`config.mk`:
```
export PLATFORM = sky130hd
export DESIGN_NAME = ram_block_copy
export DESIGN_NICKNAME = d
export VERILOG_FILES = /design/src/rtl/ram_block_copy.sv
export SDC_FILE = /design/constraint.sdc
export NUM_CORES = 1
export LEC_CHECK = 0
export ABC_AREA = 1
export CORE_ASPECT_RATIO = 0.6
export CORE_MARGIN = 10
export CORE_UTILIZATION = 45
export DETAILED_ROUTE_END_ITERATION = 8
export DONT_BUFFER_PORTS = 1
export PLACE_DENSITY_LB_ADDON = 0.08
export SYNTH_ARGS = -nofsm -noshare
export SYNTH_HDL_FRONTEND = slang
export SYNTH_SLANG_ARGS = --single-unit
```
`constraint.sdc`:
```
create_clock -name clk -period 8.3 [get_ports clk]
set_input_delay 1.66 -clock clk [delete_from_list [all_inputs] [get_ports clk]]
set_output_delay 1.66 -clock clk [all_outputs]
set_load 0.02 [all_outputs]
```
`src/rtl/ram_block_copy.sv`:
```
`default_nettype none
// ============================================================================
//  Module      : ram_block_copy
//  Description : DMA-style block copier for a 64x8 dual-port synchronous RAM.
//                Port A reads the source, port B writes the destination, one
//                byte per cycle after a two-cycle pipeline fill.
//                Optional macro RAM_BLOCK_COPY_OVERLAP_EN: forward-overlapping
//                requests run as a descending copy instead of being rejected.
//  Revision    : 1.0 - initial release
// ============================================================================
module ram_block_copy #(
  parameter int AW = 6,
  parameter int DW = 8
) (
  input  logic          clk,
  input  logic          rst,
  input  logic          start,
  input  logic [AW-1:0] src_addr,
  input  logic [AW-1:0] dst_addr,
  input  logic [AW:0]   len,
  output logic          busy,
  output logic          done,
  output logic          err,
  output logic [AW-1:0] ram_adrs_a,
  output logic          ram_we_a,
  input  logic [DW-1:0] ram_q_a,
  output logic [AW-1:0] ram_adrs_b,
  output logic          ram_we_b,
  output logic [DW-1:0] ram_d_b
);

  localparam logic [1:0] S_IDLE   = 2'd0;
  localparam logic [1:0] S_FILL   = 2'd1;
  localparam logic [1:0] S_STREAM = 2'd2;
  localparam logic [1:0] S_FIN    = 2'd3;

  // Largest legal byte count: the whole RAM.
  localparam logic [AW:0] MAX_LEN = {1'b1, {AW{1'b0}}};

  logic [1:0]    state_q, state_d;
  logic [AW:0]   cnt_q, cnt_d;          // writes still to be issued
  logic [AW-1:0] adrs_a_q, adrs_a_d;
  logic [AW-1:0] adrs_b_q, adrs_b_d;
  logic          we_b_q, we_b_d;
  logic          busy_q, busy_d;
  logic          done_q, done_d;
  logic          err_q, err_d;
  logic          desc_q, desc_d;        // copy runs from the top address down

  logic [AW-1:0] addr_diff;
  logic [AW-1:0] len_m1;
  logic [AW-1:0] first_src;
  logic [AW-1:0] first_dst;
  logic [AW-1:0] step;
  logic          len_bad;
  logic          fwd_overlap;
  logic          req_reject;
  logic          req_desc;

  // Decode the incoming request: legality, overlap direction and start addresses.
  always_comb begin
    addr_diff   = dst_addr - src_addr;
    len_m1      = len[AW-1:0] - AW'(1);
    len_bad     = (len == '0) || (len > MAX_LEN);
    // Destination starts inside the not-yet-read part of the source window.
    fwd_overlap = (addr_diff != '0) && ({1'b0, addr_diff} < len);
`ifdef RAM_BLOCK_COPY_OVERLAP_EN
    req_reject  = len_bad;
    req_desc    = fwd_overlap;
`else
    req_reject  = len_bad || fwd_overlap;
    req_desc    = 1'b0;
`endif
    first_src   = req_desc ? (src_addr + len_m1) : src_addr;
    first_dst   = req_desc ? (dst_addr + len_m1) : dst_addr;
    step        = desc_q ? {AW{1'b1}} : AW'(1);
  end

  // State and registered outputs; reset aborts a copy on the same edge.
  always_ff @(posedge clk) begin
    if (rst) begin
      state_q  <= S_IDLE;
      cnt_q    <= '0;
      adrs_a_q <= '0;
      adrs_b_q <= '0;
      we_b_q   <= 1'b0;
      busy_q   <= 1'b0;
      done_q   <= 1'b0;
      err_q    <= 1'b0;
      desc_q   <= 1'b0;
    end else begin
      state_q  <= state_d;
      cnt_q    <= cnt_d;
      adrs_a_q <= adrs_a_d;
      adrs_b_q <= adrs_b_d;
      we_b_q   <= we_b_d;
      busy_q   <= busy_d;
      done_q   <= done_d;
      err_q    <= err_d;
      desc_q   <= desc_d;
    end
  end

  // Next-state sequencing: IDLE -> FILL -> STREAM (len cycles) -> FIN -> IDLE.
  always_comb begin
    state_d = state_q;
    case (state_q)
      S_IDLE:   if (start && !req_reject) state_d = S_FILL;
      S_FILL:   state_d = S_STREAM;
      S_STREAM: if (cnt_q == (AW+1)'(1)) state_d = S_FIN;
      S_FIN:    state_d = S_IDLE;
      default:  state_d = S_IDLE;
    endcase
  end

  // Output and address datapath for the cycle after the coming edge.
  always_comb begin
    cnt_d    = cnt_q;
    adrs_a_d = adrs_a_q;
    adrs_b_d = adrs_b_q;
    we_b_d   = we_b_q;
    busy_d   = busy_q;
    desc_d   = desc_q;
    done_d   = 1'b0;
    err_d    = 1'b0;
    case (state_q)
      S_IDLE: begin
        if (start) begin
          if (req_reject) begin
            err_d = 1'b1;
          end else begin
            busy_d   = 1'b1;
            cnt_d    = len;
            desc_d   = req_desc;
            adrs_a_d = first_src;
            adrs_b_d = first_dst;   // parked until the first write
          end
        end
      end
      S_FILL: begin
        // First read is in flight; the first write goes out next cycle.
        we_b_d = 1'b1;
        if (cnt_q > (AW+1)'(1)) adrs_a_d = adrs_a_q + step;
      end
      S_STREAM: begin
        cnt_d    = cnt_q - (AW+1)'(1);
        adrs_b_d = adrs_b_q + step;
        // Reads lead writes by one, so stop advancing two before the end.
        if (cnt_q > (AW+1)'(2)) adrs_a_d = adrs_a_q + step;
        if (cnt_q == (AW+1)'(1)) begin
          we_b_d = 1'b0;
          busy_d = 1'b0;
          done_d = 1'b1;
        end
      end
      default: begin
        // FIN: the done pulse is showing; any start here is ignored.
      end
    endcase
  end

  assign busy       = busy_q;
  assign done       = done_q;
  assign err        = err_q;
  assign ram_adrs_a = adrs_a_q;
  assign ram_we_a   = 1'b0;
  assign ram_adrs_b = adrs_b_q;
  assign ram_we_b   = we_b_q;
  assign ram_d_b    = ram_q_a;

endmodule
`default_nettype wire

```
# Word level (Yosys, flattened, before mapping)
# Index checks and enable logic that the tools add are counted.
# Widths: inputs -> output; s select.
# classes
n_bitwise,3
magnitude_cmp,4
n_reduce_logical,18
muxes,21
n_eq_ne,10
add_sub_neg,4
# ops
operator,count
$mux 6,6
$pmux 6 s3,1
$mux 7,2
$pmux 7 s2,1
$add 6x1->6 const B,2
$ne 2x2->1 const B,6
$pmux 6 s2,1
$pmux 2 s4,1
$eq 7x1->1 const B,1
$gt 7x1->1 const B,1
$gt 7x2->1 const B,1
$gt 7x7->1 const B,1
$logic_not 7->1,1
$lt 6x7->1,1
$sub 7x1->7 const B,1
$reduce_bool 6->1,1
$sub 6x6->6,1
$mux 1,5
$reduce_and 5->1,1
$eq 2x2->1 const B,2
$mux 2,2
$pmux 1 s2,2
$reduce_and 2->1,2
$reduce_and 4->1,1
other kinds (11),16
# word_totals
register_bits,25

# Depth between registers and ports, before layout
# depth
depth_word,8
ltp_mapped,22
mapped_depth_nobuf,21

# Worst setup path after synthesis
# OpenSTA, ideal clock, no wires.
# synth_timing
path_type,input to register
start,in dst_addr[0]
end,"reg adrs_b_q[2], in the netlist ram_adrs_b[2]"
arrival_ns,3.739
t_required_ns,8.230
stages,18
n_path_buf,1
setup_ns,0.070
setup_slack_ns,4.491
cell_sequence,inv_1 -> ha_1 -> inv_1 -> fa_1 -> inv_1 -> nand2_1 -> and2_1 -> ha_1 -> a21oi_1 -> nand2_1 -> a21oi_1 -> nand2_2 -> nand3_2 -> nand2_4 -> nand2_1 -> buf_4 -> nand2_1 -> a21oi_1
# synth_via
elab_chain_len,6
elab_cells_between_ends,7
cone_classes,add/sub (1); order compare (1); eq/ne (1); reduce/logical (4)
# synth_lines
element,line,source
"start, declared",19,"input logic [AW-1:0] dst_addr,"
$sub 6x6->6 (*),62,addr_diff = dst_addr - src_addr;
$lt 6x7->1 / $reduce_bool 6->1 (equally long branches),66,"fwd_overlap = (addr_diff != '0) && ({1'b0, addr_diff} < len);"
$logic_and 1x1->1 (*),66,
$logic_or 1x1->1 (*),71,req_reject = len_bad || fwd_overlap;
$ne 2x2->1 (no line) (*),--,
$reduce_and 3->1 (no line) (*),--,
"end signal, assigned",95,adrs_b_q <= adrs_b_d;
"end, declared",43,"logic [AW-1:0] adrs_b_q, adrs_b_d;"
# Mark *: on every way between the ends. The rest lies on a longest branch, timed or not.
# A chain may end at the register's enable or synchronous reset.

# Worst setup path after layout
# layout_timing
start,in src_addr[2]
end,"reg adrs_b_q[0], in the netlist ram_adrs_b[0]"
# layout_via
elab_chain_len,6
elab_cells_between_ends,7
cone_classes,add/sub (1); order compare (1); eq/ne (1); reduce/logical (4)
# layout_lines
element,line,source
"start, declared",18,"input logic [AW-1:0] src_addr,"
$sub 6x6->6 (*),62,
$lt 6x7->1 / $reduce_bool 6->1 (equally long branches),66,
$logic_and 1x1->1 (*),66,
$logic_or 1x1->1 (*),71,
$ne 2x2->1 (no line) (*),--,
$reduce_and 3->1 (no line) (*),--,
# Marked as above.

==> results.json <==
{
  "grt_start_max_net_pins": 28,
  "p_int_w": 0.000204,
  "io_buffers": 0,
  "slew_viol_final": 0,
  "r2r_start": "state_q[0]$_SDFFE_PP0P_",
  "status": "finished clean",
  "cts_max_level": 1,
  "firstDrtPassIters": 4,
  "hold_depth": 2,
  "ctsHoldBuffers": 0,
  "io-pin-count": 55,
  "clk_latency_ps": 270,
  "ys_types": 29,
  "syn_nets": 365,
  "pwr-share-comb": 0.309,
  "grt-busiest-layer": "met1",
  "antenna_left": 0,
  "min_from": "cnt_q[5]$_SDFFE_PP0P_",
  "setup_tns_ps": 0,
  "critPathLaunchType": "primary input",
  "grt_usage": 0.135,
  "crit_buf_inv": 3,
  "fin_area_um2": 2040,
  "routed_wl_um": 5190,
  "place_congestion": 0.806,
  "ys_ff_latch": 25,
  "pwr-share-seq": 0.466,
  "crit_chain": "inv_1 > ha_1 > nand2_1 > nor2_1 > nand2_1 > nand3_1 > nand2_1 > nand2_1 > inv_1 > ha_1 > inv_1 > nor2_1 > nand3_1 > o21ai_0 > a21oi_1 > nand2_2 > nand3_2 > nand2_4 > nand2_1 > nand2_1 > a21oi_1",
  "cts_setup_buffers": 0,
  "clk_path_buf_depth": 2,
  "ctsResizeCount": 0,
  "switching_share": 0.383,
  "hold_class": "register to register",
  "placementRows": 18,
  "dp_hpwl_um": 4110,
  "cp.arrival_ps": 4290,
  "synth.cell_area_um2": 2040,
  "rsz0062_at_grt": "false",
  "die_h_um": 72.2,
  "critPathMostFrequentCell": "nand2_1",
  "numCtsBuffers": 3,
  "area_growth_pct": -0.0611,
  "cap_violations": 0,
  "fin_crit_sh": 0.497,
  "path_class": "primary input to register",
  "grt-ovfl-total": 0,
  "vias": 1840,
  "startpoint": "src_addr[2]",
  "drc_errors": 0,
  "grt_use_met2": 0.185,
  "setup_violations": 0,
  "tightest_slew_ps": 637,
  "antenna_found_initial": 0,
  "grt_use_met1": 0.190,
  "cts_tree": "built",
  "power_switching_w": 0.000127,
  "use_met3": 0.0635,
  "skew_ps": 4.61,
  "first_iter_violations": 133,
  "syn_inst": 315,
  "ys_seq_area_frac": 0.245,
  "avgSynthCellArea_um2": 6.48,
  "wire_per_inst_um": 14.4,
  "die-area_um2": 7720,
  "path_clk_slew_ps": 90,
  "crit_fanout": 27,
  "cp_slowest_cell": "ha_1",
  "period_needed_ps": 4120,
  "rr_worst_depth": 7,
  "relSlewSlack": 0.575,
  "grt_pass1_wl_um": 8650,
  "cp_slowest_stage_delay_ps": 390,
  "layout.nets": 352,
  "peakVddDrop_mv": 0.0763,
  "reg2reg_to": "ram_adrs_b[0]$_SDFFE_PP0P_",
  "hold_viol_final": 0,
  "power_frac_clock": 0.225,
  "powerDensity_nw_per_um2": 162,
  "cts_root_buf": "clkbuf_8",
  "initial_core_util": 0.482,
  "diodes": 0,
  "clock_sinks": 25,
  "fillCellCount": 475,
  "p_leak_nw": 0.921,
  "crit_required_ps": 8470,
  "r2r_slack_ps": 5560,
  "hold_path_end": "cnt_q[5]$_SDFFE_PP0P_",
  "cpLargestDelayFamily": "simple AND/OR/NAND/NOR gates",
  "ys_warn_count": 0,
  "die_w_um": 107,
  "drive_gt1_frac": 0.0266,
  "fmax_ghz": 0.243,
  "core_area_um2": 4230,
  "placed_area_um2": 1990,
  "avgViaCountPerCell": 5.10,
  "worstSetupEndpointType": "register",
  "grt_pass1_vias": 1727
}
-- cell usage in the layout, fill, tap and decap left out, types with 6 or more instances in the layout --
cell and instances:
o21ai_0 18, ha_1 19, a21oi_1 37, nand2_1 72, nor2_1 20, nand3_1 41
dfxtp_1 25, inv_1 36, xor2_1 6
-- worst max-delay path by stage --
stage	endpoint	slack, ps	depth (start not counted)
final	ram_adrs_b[0]$_SDFFE_PP0P_	4180	21
after global routing	ram_adrs_b[0]$_SDFFE_PP0P_	3940	21
after CTS	ram_adrs_b[1]$_SDFFE_PP0P_	4200	21
after detailed placement	cnt_q[1]$_SDFFE_PP0P_	3930	21
after global placement	ram_adrs_b[4]$_SDFFE_PP0P_	3950	21
after floorplan	ram_adrs_b[2]$_SDFFE_PP0P_	4490	18
-- cells by family (layout without fill, tap and decap cells) --
logic type | Yosys count | after routing | share of synthesized area
buffers and inverters | 55 | 41 | 0.128
XOR/XNOR | 9 | 9 | 0.0386
AO/OA/AOI/OAI | 57 | 57 | 0.142
AND/OR/NAND/NOR | 148 | 148 | 0.318
adder cells (fa/ha/maj) | 20 | 20 | 0.126
other | 1 | 1 | 0.00184
flip-flops | 25 | 25 | 0.245
-- state kept, by name, indices dropped and copies added (netlist names) --
signal / cells
state_q: 2
ram_adrs_b: 6
ram_adrs_a: 6
done: 1
err: 1
busy: 1
ram_we_b: 1
cnt_q: 7
-- worst register-to-register path, delay by kind of cell (launching register included) --
kind | cells | cell delay, ps
flops | 1 | 410
compound gates | 1 | 140
buf+inv | 2 | 640
fa+ha+maj | 1 | 380
simple gates | 3 | 1110
-- through the flow --
stage	hold WS, ps	utilization	std cells	power, W	worst slack [ps]
2_1_floorplan	463	-	315	0.000246	4490
3_3_place_gp	480	0.471	357	0.000258	3950
3_5_place_dp	489	0.471	357	0.000258	3930
4_1_cts	501	0.482	361	0.000332	4200
5_1_grt	527	0.482	361	0.000358	3940
6_report	505	0.482	361	0.000331	4180
-- synth_stat cells --
library cell / number / area [um2]
and3_1: 3 / 18.8
xor2_1: 6 / 52.6
xnor2_1: 3 / 26.3
a21oi_1: 37 / 185
conb_1: 1 / 3.75
a211oi_1: 1 / 7.51
fa_1: 1 / 20.0
nor3_1: 3 / 15.0
clkbuf_1: 5 / 18.8
nand2_4: 1 / 11.3
nand3_2: 1 / 10.0
o21bai_1: 1 / 7.51
or2_1: 1 / 6.26
nor4_1: 1 / 6.26
ha_1: 19 / 238
inv_1: 36 / 135
and2_1: 1 / 6.26
buf_2: 1 / 5.00
nand2_1: 72 / 270
o21ai_0: 18 / 90.1
nand2_2: 1 / 6.26
nor2_1: 20 / 75.1
nand3_1: 41 / 205
nand4_1: 1 / 6.26
dfxtp_1: 25 / 500
buf_6: 2 / 22.5
clkinv_1: 1 / 3.75
buf_4: 10 / 75.1
or2_2: 2 / 12.5
-- power groups by stage --
| stage | registers (W) | logic (W) | clock network, W |
|---|---|---|---|
| final | 0.000154 | 0.000102 | 0.0000745 |
| after global routing | 0.000156 | 0.000120 | 0.0000817 |
| after CTS | 0.000154 | 0.000102 | 0.0000756 |
| after detailed placement | 0.000157 | 0.000101 | 0 |
| after global placement | 0.000157 | 0.000100 | 0 |
| after floorplan | 0.000153 | 0.0000937 | 0 |
-- per-layer routing --
layer	share of wire	wire length [um]	up-vias
li1	-	-	990
met1	0.51	2660	796
met2	0.38	1960	52
met3	0.11	557	2
met4	0.0033	17	0
met5	0	0	-
-- final cells by class --
class / count / area, um2 / area share
Inverter: 37 / 139 / 0.0681
Tap cell: 60 / 75.1 / 0.0368
Clock buffer: 4 / 45.0 / 0.0221
Sequential cell: 25 / 500 / 0.245
Multi-Input combinational cell: 235 / 1280 / 0.628
(Power assumes the default switching activity.)
